File: src/rtl/pll_sup_pkg.sv
// rtl/pll_sup_pkg.sv - state encoding, default timing and counter widths for the PLL lock supervisor
package pll_sup_pkg;

   typedef enum logic [2:0] {
      RESET_PLL = 3'd0,
      WAIT_LOCK = 3'd1,
      STABLE    = 3'd2,
      RUN       = 3'd3,
      FAIL      = 3'd4
   } state_e;

   localparam int DEF_RST_PULSE     = 16;
   localparam int DEF_LOCK_TIMEOUT  = 50000;
   localparam int DEF_STABLE_CYCLES = 1024;
   localparam int DEF_MAX_RETRIES   = 7;

   localparam int RETRY_W = 4;
   localparam int LOSS_W  = 8;

   function automatic int max3(input int a, input int b, input int c);
      int m;
      m = (a > b) ? a : b;
      return (m > c) ? m : c;
   endfunction

endpackage

File: src/rtl/cdc_sync2.sv
// rtl/cdc_sync2.sv - two-flop single-bit synchronizer, async active-low reset to 0
module cdc_sync2 (
   input  logic clk_i,
   input  logic rst_ni,
   input  logic d_i,
   output logic q_o
);

   logic meta_q;
   logic sync_q;

   always_ff @(posedge clk_i or negedge rst_ni) begin
      if (!rst_ni) begin
         meta_q <= 1'b0;
         sync_q <= 1'b0;
      end else begin
         meta_q <= d_i;
         sync_q <= meta_q;
      end
   end

   assign q_o = sync_q;

endmodule

File: src/rtl/pll_lock_supervisor.sv
// rtl/pll_lock_supervisor.sv - PLL areset/lock sequencer gating the system reset
// Optional lock-loss counter built when PLL_SUPERVISOR_LOSS_CNT_EN is defined.
module pll_lock_supervisor
   import pll_sup_pkg::*;
#(
   parameter int RST_PULSE     = DEF_RST_PULSE,
   parameter int LOCK_TIMEOUT  = DEF_LOCK_TIMEOUT,
   parameter int STABLE_CYCLES = DEF_STABLE_CYCLES,
   parameter int MAX_RETRIES   = DEF_MAX_RETRIES
) (
   input  logic              i_clk,
   input  logic              i_rst_n,
   input  logic              i_pll_locked,
   input  logic              i_relock,
   output logic              o_pll_areset,
   output logic              o_rst,
   output logic              o_ready,
   output logic              o_fail,
   output logic [RETRY_W-1:0] o_retries,
   output logic [LOSS_W-1:0]  o_loss_cnt
);

   localparam int TMR_W = $clog2(max3(RST_PULSE, LOCK_TIMEOUT, STABLE_CYCLES)) + 1;

   state_e             state_q, state_d;
   logic [TMR_W-1:0]   timer_q, timer_d;
   logic [RETRY_W-1:0] retries_q, retries_d, retries_inc;
   logic               areset_q, rst_q, ready_q, fail_q;
   logic               lock_loss;
   logic               lk;

   cdc_sync2 u_lock_sync (
      .clk_i  (i_clk),
      .rst_ni (i_rst_n),
      .d_i    (i_pll_locked),
      .q_o    (lk)
   );

   always_comb begin
      state_d     = state_q;
      timer_d     = timer_q;
      retries_d   = retries_q;
      lock_loss   = 1'b0;
      retries_inc = (retries_q == {RETRY_W{1'b1}}) ? retries_q : retries_q + RETRY_W'(1);

      if (i_relock) begin
         state_d   = RESET_PLL;
         retries_d = '0;
      end else begin
         case (state_q)
            RESET_PLL: begin
               if (timer_q == TMR_W'(RST_PULSE - 1)) state_d = WAIT_LOCK;
               else                                  timer_d = timer_q + TMR_W'(1);
            end
            WAIT_LOCK: begin
               if (lk) begin
                  state_d = STABLE;
               end else if (timer_q == TMR_W'(LOCK_TIMEOUT - 1)) begin
                  retries_d = retries_inc;
                  state_d   = ((MAX_RETRIES != 0) && (retries_inc == RETRY_W'(MAX_RETRIES)))
                              ? FAIL : RESET_PLL;
               end else begin
                  timer_d = timer_q + TMR_W'(1);
               end
            end
            STABLE: begin
               // The lk sample that moved us here is not counted, giving STABLE_CYCLES+3 release latency.
               if (!lk) begin
                  state_d = WAIT_LOCK;
               end else if (timer_q == TMR_W'(STABLE_CYCLES)) begin
                  state_d   = RUN;
                  retries_d = '0;
               end else begin
                  timer_d = timer_q + TMR_W'(1);
               end
            end
            RUN: begin
               if (!lk) begin
                  state_d   = RESET_PLL;
                  lock_loss = 1'b1;
               end
            end
            FAIL:    state_d = FAIL;
            default: state_d = RESET_PLL;
         endcase
      end

      if ((state_d != state_q) || i_relock) timer_d = '0;
   end

   always_ff @(posedge i_clk or negedge i_rst_n) begin
      if (!i_rst_n) begin
         state_q   <= RESET_PLL;
         timer_q   <= '0;
         retries_q <= '0;
         areset_q  <= 1'b1;
         rst_q     <= 1'b1;
         ready_q   <= 1'b0;
         fail_q    <= 1'b0;
      end else begin
         state_q   <= state_d;
         timer_q   <= timer_d;
         retries_q <= retries_d;
         areset_q  <= (state_d == RESET_PLL) || (state_d == FAIL);
         rst_q     <= (state_d != RUN);
         ready_q   <= (state_d == RUN);
         fail_q    <= (state_d == FAIL);
      end
   end

`ifdef PLL_SUPERVISOR_LOSS_CNT_EN
   logic [LOSS_W-1:0] loss_q;

   always_ff @(posedge i_clk or negedge i_rst_n) begin
      if (!i_rst_n)                             loss_q <= '0;
      else if (lock_loss && (loss_q != '1))    loss_q <= loss_q + LOSS_W'(1);
   end

   assign o_loss_cnt = loss_q;
`else
   logic loss_unused;
   assign loss_unused = lock_loss;
   assign o_loss_cnt  = '0;
`endif

   assign o_pll_areset = areset_q;
   assign o_rst        = rst_q;
   assign o_ready      = ready_q;
   assign o_fail       = fail_q;
   assign o_retries    = retries_q;

endmodule

File: config.mk
export PLATFORM = sky130hd
export DESIGN_NAME = pll_lock_supervisor
export DESIGN_NICKNAME = d
export VERILOG_FILES = /design/src/rtl/pll_sup_pkg.sv /design/src/rtl/cdc_sync2.sv /design/src/rtl/pll_lock_supervisor.sv
export SDC_FILE = /design/constraint.sdc
export NUM_CORES = 1
export LEC_CHECK = 0
export ABC_AREA = 1
export ABC_CLOCK_PERIOD_IN_PS = 4900
export CELL_PAD_IN_SITES_DETAIL_PLACEMENT = 1
export CELL_PAD_IN_SITES_GLOBAL_PLACEMENT = 1
export CORE_ASPECT_RATIO = 0.9
export CORE_MARGIN = 2
export CORE_UTILIZATION = 45
export CTS_CLUSTER_DIAMETER = 30
export DETAILED_ROUTE_END_ITERATION = 10
export GPL_ROUTABILITY_DRIVEN = 1
export HOLD_SLACK_MARGIN = 0.03
export PLACE_DENSITY_LB_ADDON = 0.1
export SLEW_MARGIN = 15
export SYNTH_ARGS = -nofsm -noshare
export SYNTH_HDL_FRONTEND = slang
export SYNTH_SLANG_ARGS = --single-unit
File: constraint.sdc
create_clock -name i_clk -period 4.9 [get_ports i_clk]
set_input_delay 0.98 -clock i_clk [delete_from_list [all_inputs] [get_ports i_clk]]
set_output_delay 0.98 -clock i_clk [all_outputs]
set_load 0.005 [all_outputs]
==> results of run 1 <==
-- power by group --
part	internal (mW)	switching [mW]
sequential	0.251	0.00301
combinational	0.00814	0.0186
clock	0.113	0.0978
-- cell type report --
type | count | area, µm² | area share [%]
sequential | 30 | 753 | 34.3
inverter | 35 | 131 | 5.98
clock inverter | 2 | 12.5 | 0.569
timing repair buffer | 12 | 118 | 5.35
tap | 60 | 75.1 | 3.42
multi-input combinational | 183 | 1020 | 46.6
clock buffer | 6 | 82.6 | 3.76
-- metrics by stage --
stage / util (%) / worst slack, ps / hold slack (ps) / instance area (µm²)
final: 52.9 / 2630 / 353 / 2200
after global routing: 52.9 / 2460 / 369 / 2200
after CTS: 52.9 / 2610 / 357 / 2200
after detailed placement: 50.6 / 2370 / 336 / 2100
after global placement: 50.6 / 2440 / 334 / 2100
after floorplan: - / 3140 / 331 / 2020
-- registers in the layout (all words and copies together), names as in the netlist --
name and cells:
timer_q 17, o_retries 4, state_q 3, o_fail 1, o_pll_areset 1, o_ready 1
o_rst 1, u_lock_sync.meta_q 1, u_lock_sync.q_o 1
-- logic make-up (layout without fill, tap and decap cells) --
group                    count (synthesis)  after routing  synth area share, %
AND/OR/NAND/NOR                        142            142                 37.1
other                                    1              8                0.188
XOR/XNOR                                10             10                 4.40
adder cells (fa/ha/maj)                  3              3                 1.89
flip-flops                              30             30                 37.9
AO/OA/AOI/OAI                           20             20                 6.60
buffers and inverters                   48             55                 11.9
-- layer usage --
layer,GRT usage [%],vias to the layer above,wire (µm)
met5,0,-,0
met4,5.23,0,31
met3,5.90,5,189
met2,33.3,30,2060
met1,28.9,798,2230
li1,-,827,-
-- synthesized netlist by cell type --
library cell	instances	area, µm²
nand2_2	3	18.8
inv_1	28	105
o21a_1	1	7.51
nand2_4	2	22.5
nor2_4	3	33.8
nor2_1	35	131
xor2_1	10	87.6
nor4b_2	1	15.0
o21ai_2	1	8.76
buf_4	9	67.6
nand2_1	38	143
o22ai_1	1	6.26
clkinv_1	1	3.75
nand3_2	7	70.1
inv_2	6	22.5
buf_6	3	33.8
conb_1	1	3.75
nor3_1	9	45.0
nor3_2	1	10.0
o21bai_4	1	18.8
nor4_1	2	12.5
nand4_1	11	68.8
nor2_2	12	75.1
o211ai_2	1	12.5
ha_1	3	37.5
dfrtp_1	28	701
dfstp_2	2	52.6
nand3_1	17	85.1
o21ai_0	4	20.0
nand3b_1	1	7.51
buf_2	1	5.00
a21oi_1	10	50.1
o211ai_1	1	7.51
-- how the worst min path moves through the flow --
stage	end	start	cells past startpoint
2_1_floorplan	u_lock_sync.q_o	u_lock_sync.meta_q	0
3_3_place_gp	u_lock_sync.q_o	u_lock_sync.meta_q	0
3_5_place_dp	u_lock_sync.q_o	u_lock_sync.meta_q	0
4_1_cts	u_lock_sync.q_o	u_lock_sync.meta_q	0
5_1_grt	u_lock_sync.q_o	u_lock_sync.meta_q	0
6_report	u_lock_sync.q_o	u_lock_sync.meta_q	0
-- cell usage in the layout (no fill, tap or decap), types with 3 or more instances in the layout --
cell             instances
inv_2                    6
o21ai_0                  4
nand2_2                  3
clkbuf_8                 6
nor2_1                  35
xor2_1                  10
nand4_1                 11
inv_1                   28
nor2_4                   3
a21oi_1                 10
conb_1                   8
nor2_2                  12
nand3_2                  7
nor3_1                   9
dfrtp_1                 28
clkdlybuf4s50_1         11
nand3_1                 17
ha_1                     3
nand2_1                 38
==> impl_metrics.py, run 1 <==
metrics = {
    "run_status": {
        "status": "complete, no violations",
    },
    "setup_path": {
        "cp_slowest_cell": "dfstp_2",
        "cp_max_fo": 1,
        "worstPathRequired_ps": 3920,
        "reg2reg_depth": 10,
        "slowest_delay_ps": 510,
        "cp_cell_sequence": "clkdlybuf4s50_1",
        "r2r-end": "timer_q[5]",
        "cp_data_arrival_time_ps": 1290,
        "timing.rr.start": "timer_q[0]",
        "rrSetupSlack_ps": 2700,
        "crit_path_start_kind": "flip-flop",
        "worst-path-buf-inv": 1,
        "cp_top_family": "flip-flops",
        "crit_type": "flip-flop to output pin",
        "path_depth": 1,
        "crit_path_end_kind": "output pin",
        "endpoint": "o_rst",
        "startpoint": "o_rst",
    },
    "routing": {
        "wirelength_um": 4510,
        "drc": 0,
        "num_vias": 1660,
        "final_antenna_net_count": 0,
        "drt_iter0_drc": 46,
        "via_per_inst": 5.06,
        "firstDrtPassIters": 4,
        "post_drt_wl_per_cell_um": 13.7,
    },
    "power_and_ir_drop": {
        "total_power_uw": 491,
        "p_leak_nw": 1.01,
        "power_density_mw_per_mm2": 223,
        "ir_drop_mv": 0.164,
    },
    "global_routing": {
        "grt_max_degree": 31,
        "grt_pass1_wl_um": 7920,
        "antenna_found_initial": 0,
        "grt_util_all_layers_pct": 21.3,
        "grt_overflow": 0,
        "first_global_vias": 1652,
    },
    "sta": {
        "hold_violations": 0,
        "maxSlewViolCount": 0,
        "max_freq_ghz": 0.440,
        "maxSlewHeadroom_pct": 62.6,
        "worstMarginPinSlew_ps": 560,
        "fin_crit_sh_pct": 46.4,
        "rsz0062_at_grt": "false",
        "fin_crit_ps": 2270,
        "skew_ps": 5.94,
        "tns_ps": 0,
        "finalSetupViolCount": 0,
    },
    "floorplan": {
        "dieArea_mm2": 0.00497,
        "fp.dieH_um": 67.1,
        "io_pins": 20,
        "core.rowCount": 22,
        "floorplan.initialDensity_pct": 47.9,
        "dieWidth_um": 74.1,
        "core_area_mm2": 0.00416,
    },
    "cts": {
        "post_cts_buffers": 0,
        "ctsResizeCount": 0,
        "holdBufCountCts": 0,
        "root_buffer": "clkbuf_8",
        "insertion_delay_ps": 290,
        "clkSinkCount": 30,
        "cts_buffer_depth": 2,
        "cts_tree": "done",
        "cts_made_buffers": 5,
        "htreeDepth": 2,
        "cts.clk_slew.worst_paths_ps": 70,
    },
    "logic_synthesis": {
        "synth_area_mm2": 0.00199,
        "synth_area_per_cell_um2": 7.83,
        "synth_seq_cells": 30,
        "synth_warnings": 0,
        "yosys.cell_types.count": 33,
        "synth_cells": 254,
        "yosysSeqAreaShare_pct": 37.9,
    },
    "placement": {
        "place_inst": 320,
        "dp_hpwl_um": 3430,
        "portBuffers": 11,
        "gp_congestion": 0.805,
    },
    "finish": {
        "fill_cells": 516,
        "insertedDiodeCount": 0,
        "drive_above_1_share_pct": 18.3,
        "stdcell_count": 328,
        "area_growth_syn_to_layout_pct": 10.4,
        "finalNetCount": 274,
    },
    "job": {
        "maxCapViolCount": 0,
    },
    "worst_hold_path": {
        "min_path_type": "flip-flop to flip-flop",
    },
}
(Power assumes the default switching activity.)
==> run 2: changes to the inputs <==
Settings changed: ABC_CLOCK_PERIOD_IN_PS 4900 to 1900, CORE_UTILIZATION 45 to 38.
Clock period 4.9 ns to 1.9 ns, I/O delays scaled along.
==> impl_metrics.py, run 2 (synthesis gave the netlist of run 1 again) <==
metrics = {
    "power_and_ir_drop": {
        "p_leak_nw": 1.13,
        "switching_share_pct": 23.2,
        "combPwrFrac_pct": 6.7,
        "ir_drop_mv": 0.317,
        "total_power_mw": 1.36,
        "power_frac_clock_pct": 45.0,
        "power_density_mw_per_mm2": 546,
        "p_seq_share_pct": 48.3,
        "power_switching_uw": 316,
        "p_int_mw": 1.05,
    },
    "finish": {
        "stdcell_count": 352,
        "largest-register": "timer_q",
        "insertedDiodeCount": 0,
        "seqCellArea_um2": 753,
        "largest_reg_flops": 17,
        "fill_cells": 619,
        "layout_commonest_cell": "nor2_1",
        "finalNetCount": 293,
        "multiInputGateArea_mm2": 0.00115,
        "area_growth_syn_to_layout_pct": 25.3,
        "layout_common_cells": "nor2_1, nand2_1, dfrtp_1",
        "drive_above_1_share_pct": 28.9,
    },
    "routing": {
        "post_drt_wl_per_cell_um": 14.9,
        "wirelength_um": 5250,
        "num_vias": 1707,
        "drt_iter0_drc": 52,
        "firstDrtPassIters": 4,
        "via_per_inst": 4.85,
        "final_antenna_net_count": 0,
        "drc": 0,
    },
    "sta": {
        "tns_ps": -11.9,
        "fin_crit_ps": 1910,
        "maxSlewViolCount": 0,
        "fin_crit_sh_pct": 101,
        "skew_ps": 5.09,
        "max_freq_ghz": 0.523,
        "hold_violations": 0,
        "finalSetupViolCount": 2,
        "rsz0062_at_grt": "true",
        "whs_ps": 363,
        "fin_ws_ps": -11.8,
    },
    "cts": {
        "cts.clk_slew.worst_paths_ps": 60,
        "htreeDepth": 2,
        "cts_made_buffers": 5,
        "clkSinkCount": 30,
        "root_buffer": "clkbuf_8",
        "insertion_delay_ps": 290,
        "cts_buffer_depth": 2,
        "cts_tree": "done",
    },
    "floorplan": {
        "io_pins": 20,
        "fp.dieH_um": 72.6,
        "floorplan.initialDensity_pct": 40.2,
        "dieWidth_um": 80.3,
        "dieArea_mm2": 0.00583,
        "core_area_mm2": 0.00495,
        "core.rowCount": 24,
    },
    "worst_hold_path": {
        "min_path_type": "flip-flop to flip-flop",
    },
    "setup_path": {
        "worstPathRequired_ps": 2080,
        "crit_path_end_kind": "flip-flop",
        "cp_data_arrival_time_ps": 2090,
        "cp_max_fo": 14,
        "crit_type": "flip-flop to flip-flop",
        "rrSetupSlack_ps": -10,
        "crit_path_start_kind": "flip-flop",
    },
    "global_routing": {
        "grt_pass1_wl_um": 8380,
        "grt_max_degree": 31,
        "antenna_found_initial": 0,
        "grt_util_all_layers_pct": 18.9,
        "grt_overflow": 0,
        "first_global_vias": 1780,
    },
    "job": {
        "maxCapViolCount": 0,
    },
    "placement": {
        "dp_hpwl_um": 3670,
        "post-place-ws_ps": 10.9,
        "place_inst": 338,
        "gp_congestion": 0.820,
        "portBuffers": 11,
    },
    "run_status": {
        "status": "finished with violations",
        "violations": "negative setup slack",
    },
}
[run 2: changes by cell type in the layout (fill, tap and decap cells not counted), moves of 3 or more]
cell and change:
nand2_1 -7, inv_1 -3, inv_2 +3, buf_4 +15, nand2_2 +5
[run 2: power by group through the flow]
| stage | Clock, mW | Sequential [mW] | Combinational (mW) |
|---|---|---|---|
| finish | 0.614 | 0.658 | 0.0906 |
| global route | 0.650 | 0.659 | 0.102 |
| CTS | 0.624 | 0.655 | 0.0783 |
| detailed placement | 0 | 0.666 | 0.0777 |
| global placement | 0 | 0.666 | 0.0766 |
| floorplan | 0 | 0.664 | 0.0536 |
[run 2: final cells by class]
cell class	instances	area share (%)
well taps	65	3.26
multi-input cells	185	46.0
inverters	35	5.27
flip-flops and latches	30	30.2
clock buffers	8	4.42
repair buffers	29	10.8
[run 2: per-stage QoR]
stage / util, % / instance area [µm²]
after CTS: 47.2 / 2340
after global placement: 45.0 / 2230
after floorplan: - / 2020
after detailed placement: 45.0 / 2230
final: 50.3 / 2490
after global routing: 50.3 / 2490
[run 2: worst paths after layout]
path / cells past startpoint / end / from
worst max-delay path: 10 / timer_q[3] / timer_q[0]
worst min-delay path: 0 / u_lock_sync.q_o / u_lock_sync.meta_q
worst max register to register: 10 / timer_q[3] / timer_q[0]
worst min register to register: 0 / u_lock_sync.q_o / u_lock_sync.meta_q
max in group asynchronous: 2 / o_pll_areset / i_rst_n
min in group asynchronous: 2 / timer_q[3] / i_rst_n
[run 2: repair_timing]
item	CTS	global route
endpoints found under the setup margin	0	22
hold buffers	0	0
gates resized for setup	0	24
buffers inserted	0	4
[run 2: layer usage]
metal / routed length (µm) / share of wire (%) / GRT usage, %
met3: 174 / 3.3 / 4.46
met5: 0 / 0 / 0
met2: 2410 / 46 / 30.5
met4: 70 / 1.3 / 5.08
met1: 2590 / 49 / 25.8
[run 2: worst max-delay path: stages (launching register included)]
cell	delay [ps]
dfrtp_1	420
ha_4	170
nand3_4	110
nor2_4	140
nand4_1	200
o21ai_4	250
nor2_4	80
buf_12	150
nand2_2	60
xor2_1	170
nor2_2	50
==> run 3: changes to the inputs <==
Settings changed: TNS_END_PERCENT set to 20.
==> impl_metrics.py, run 3 (synthesis gave the netlist of run 1 again) <==
metrics = {
    "cts": {
        "clkSinkCount": 30,
        "holdBufCountCts": 0,
        "cts.clk_slew.worst_paths_ps": 60,
        "htreeDepth": 2,
        "root_buffer": "clkbuf_8",
        "cts_tree": "done",
        "insertion_delay_ps": 290,
        "cts_made_buffers": 5,
        "cts_buffer_depth": 2,
    },
    "power_and_ir_drop": {
        "p_seq_share_pct": 48.5,
        "power_density_mw_per_mm2": 551,
        "p_leak_nw": 1.12,
        "p_int_mw": 1.05,
        "ir_drop_mv": 0.315,
        "power_switching_uw": 311,
        "switching_share_pct": 22.9,
        "power_frac_clock_pct": 44.9,
        "combPwrFrac_pct": 6.6,
    },
    "worst_hold_path": {
        "min_path_type": "flip-flop to flip-flop",
        "whs_endpoint": "u_lock_sync.q_o",
        "min-delay-start": "u_lock_sync.meta_q",
        "hold_depth": 0,
    },
    "sta": {
        "hold_violations": 0,
        "skew_ps": 4.68,
        "fin_ws_ps": 41.9,
        "max_freq_ghz": 0.538,
        "maxSlewViolCount": 0,
        "fin_crit_sh_pct": 97.8,
        "rsz0062_at_grt": "true",
        "fin_crit_ps": 1860,
        "finalSetupViolCount": 0,
    },
    "global_routing": {
        "first_global_vias": 1780,
        "grt_max_degree": 31,
        "grt_overflow": 0,
        "antenna_found_initial": 0,
        "grt_util_all_layers_pct": 18.9,
        "grt_pass1_wl_um": 8380,
    },
    "routing": {
        "final_antenna_net_count": 0,
        "drt_iter0_drc": 68,
        "via_per_inst": 4.85,
        "wirelength_um": 5200,
        "drc": 0,
        "post_drt_wl_per_cell_um": 14.8,
        "firstDrtPassIters": 4,
        "num_vias": 1703,
    },
    "placement": {
        "gp_congestion": 0.820,
        "portBuffers": 11,
        "place_inst": 338,
        "post-place-ws_ps": 10.9,
        "dp_hpwl_um": 3670,
    },
    "setup_path": {
        "reg2reg_depth": 10,
        "crit_path_start_kind": "flip-flop",
        "r2r-end": "timer_q[3]",
        "cp_data_arrival_time_ps": 2040,
        "crit_path_end_kind": "flip-flop",
        "timing.rr.start": "timer_q[1]",
        "rrSetupSlack_ps": 40,
        "worstPathRequired_ps": 2080,
        "crit_type": "flip-flop to flip-flop",
        "cp_max_fo": 14,
    },
    "finish": {
        "layout_commonest_cell": "nor2_1",
        "finalNetCount": 292,
        "layout_common_cells": "nor2_1, nand2_1, dfrtp_1",
        "largest_reg_flops": 17,
        "area_growth_syn_to_layout_pct": 23.8,
        "stdcell_count": 351,
        "insertedDiodeCount": 0,
        "largest-register": "timer_q",
        "drive_above_1_share_pct": 28.3,
    },
    "run_status": {
        "status": "complete, no violations",
    },
    "floorplan": {
        "io_pins": 20,
        "fp.dieH_um": 72.6,
        "core.rowCount": 24,
        "dieWidth_um": 80.3,
        "floorplan.initialDensity_pct": 40.2,
        "dieArea_mm2": 0.00583,
        "core_area_mm2": 0.00495,
    },
    "job": {
        "maxCapViolCount": 0,
    },
}
-- run 3: cell types whose count changed in the layout (fill, tap and decap cells not counted) --
cell,before,now
nand3_4,2,1
nand2_4,4,1
nand2_1,31,32
nand3_2,5,6
nand2_2,8,9
-- run 3: area by class of cell --
type | instances | area [µm²]
Clock buffer | 8 | 110
Multi-Input combinational cell | 184 | 1120
Tap cell | 65 | 81.3
Sequential cell | 30 | 753
Timing Repair Buffer | 29 | 270
Inverter | 35 | 131
Fill cell | 622 | 2490
-- run 3: stage by stage --
stage	TNS [ps]	power, mW	hold WS (ps)	area (µm²)	utilization (%)
after floorplan	0	0.718	84.4	2020	-
after global placement	0	0.743	332	2230	45.0
after detailed placement	0	0.744	350	2230	45.0
after CTS	0	1.36	365	2340	47.2
after global routing	-1070	1.41	380	2460	49.7
final	0	1.36	363	2460	49.7
-- run 3: power by group through the flow --
stage / Clock, mW / Combinational, mW / Sequential [mW]
after CTS: 0.624 / 0.0783 / 0.655
after detailed placement: 0 / 0.0777 / 0.666
after global routing: 0.650 / 0.102 / 0.659
after global placement: 0 / 0.0766 / 0.666
after floorplan: 0 / 0.0536 / 0.664
final: 0.609 / 0.0901 / 0.658
-- run 3: how the worst max path moves through the flow --
stage                     depth (start not counted)  slack (ps)           to       start
after CTS                                        13           5   timer_q[3]  timer_q[0]
after global routing                             10         -90  timer_q[11]  timer_q[0]
after detailed placement                         13          10   timer_q[3]  timer_q[0]
after global placement                           13          40   timer_q[2]  timer_q[0]
after floorplan                                  10         260   timer_q[9]  timer_q[0]
final                                            10          40   timer_q[3]  timer_q[1]
-- run 3: per-layer routing --
layer  vias up  track usage, %  routed length, µm
li1        866               -                  -
met1       799            25.8               2500
met2        30            30.5               2420
met3         8            4.46                215
met4         0            5.08                 70
met5         -               0                  0
-- run 3: repair_timing --
item / CTS / global route
setup endpoints to repair: 0 / 22
setup buffers: 0 / 4
resized for setup: 0 / 20
-- run 3: critical path, stage by stage, from the launching register on --
cell     delay, ps
dfrtp_1        420
ha_4           170
nand3_4        110
nor2_4         150
nand4_1        160
o21ai_4        230
nor2_4          80
buf_12         150
nand2_2         60
xor2_1         170
nor2_2          50
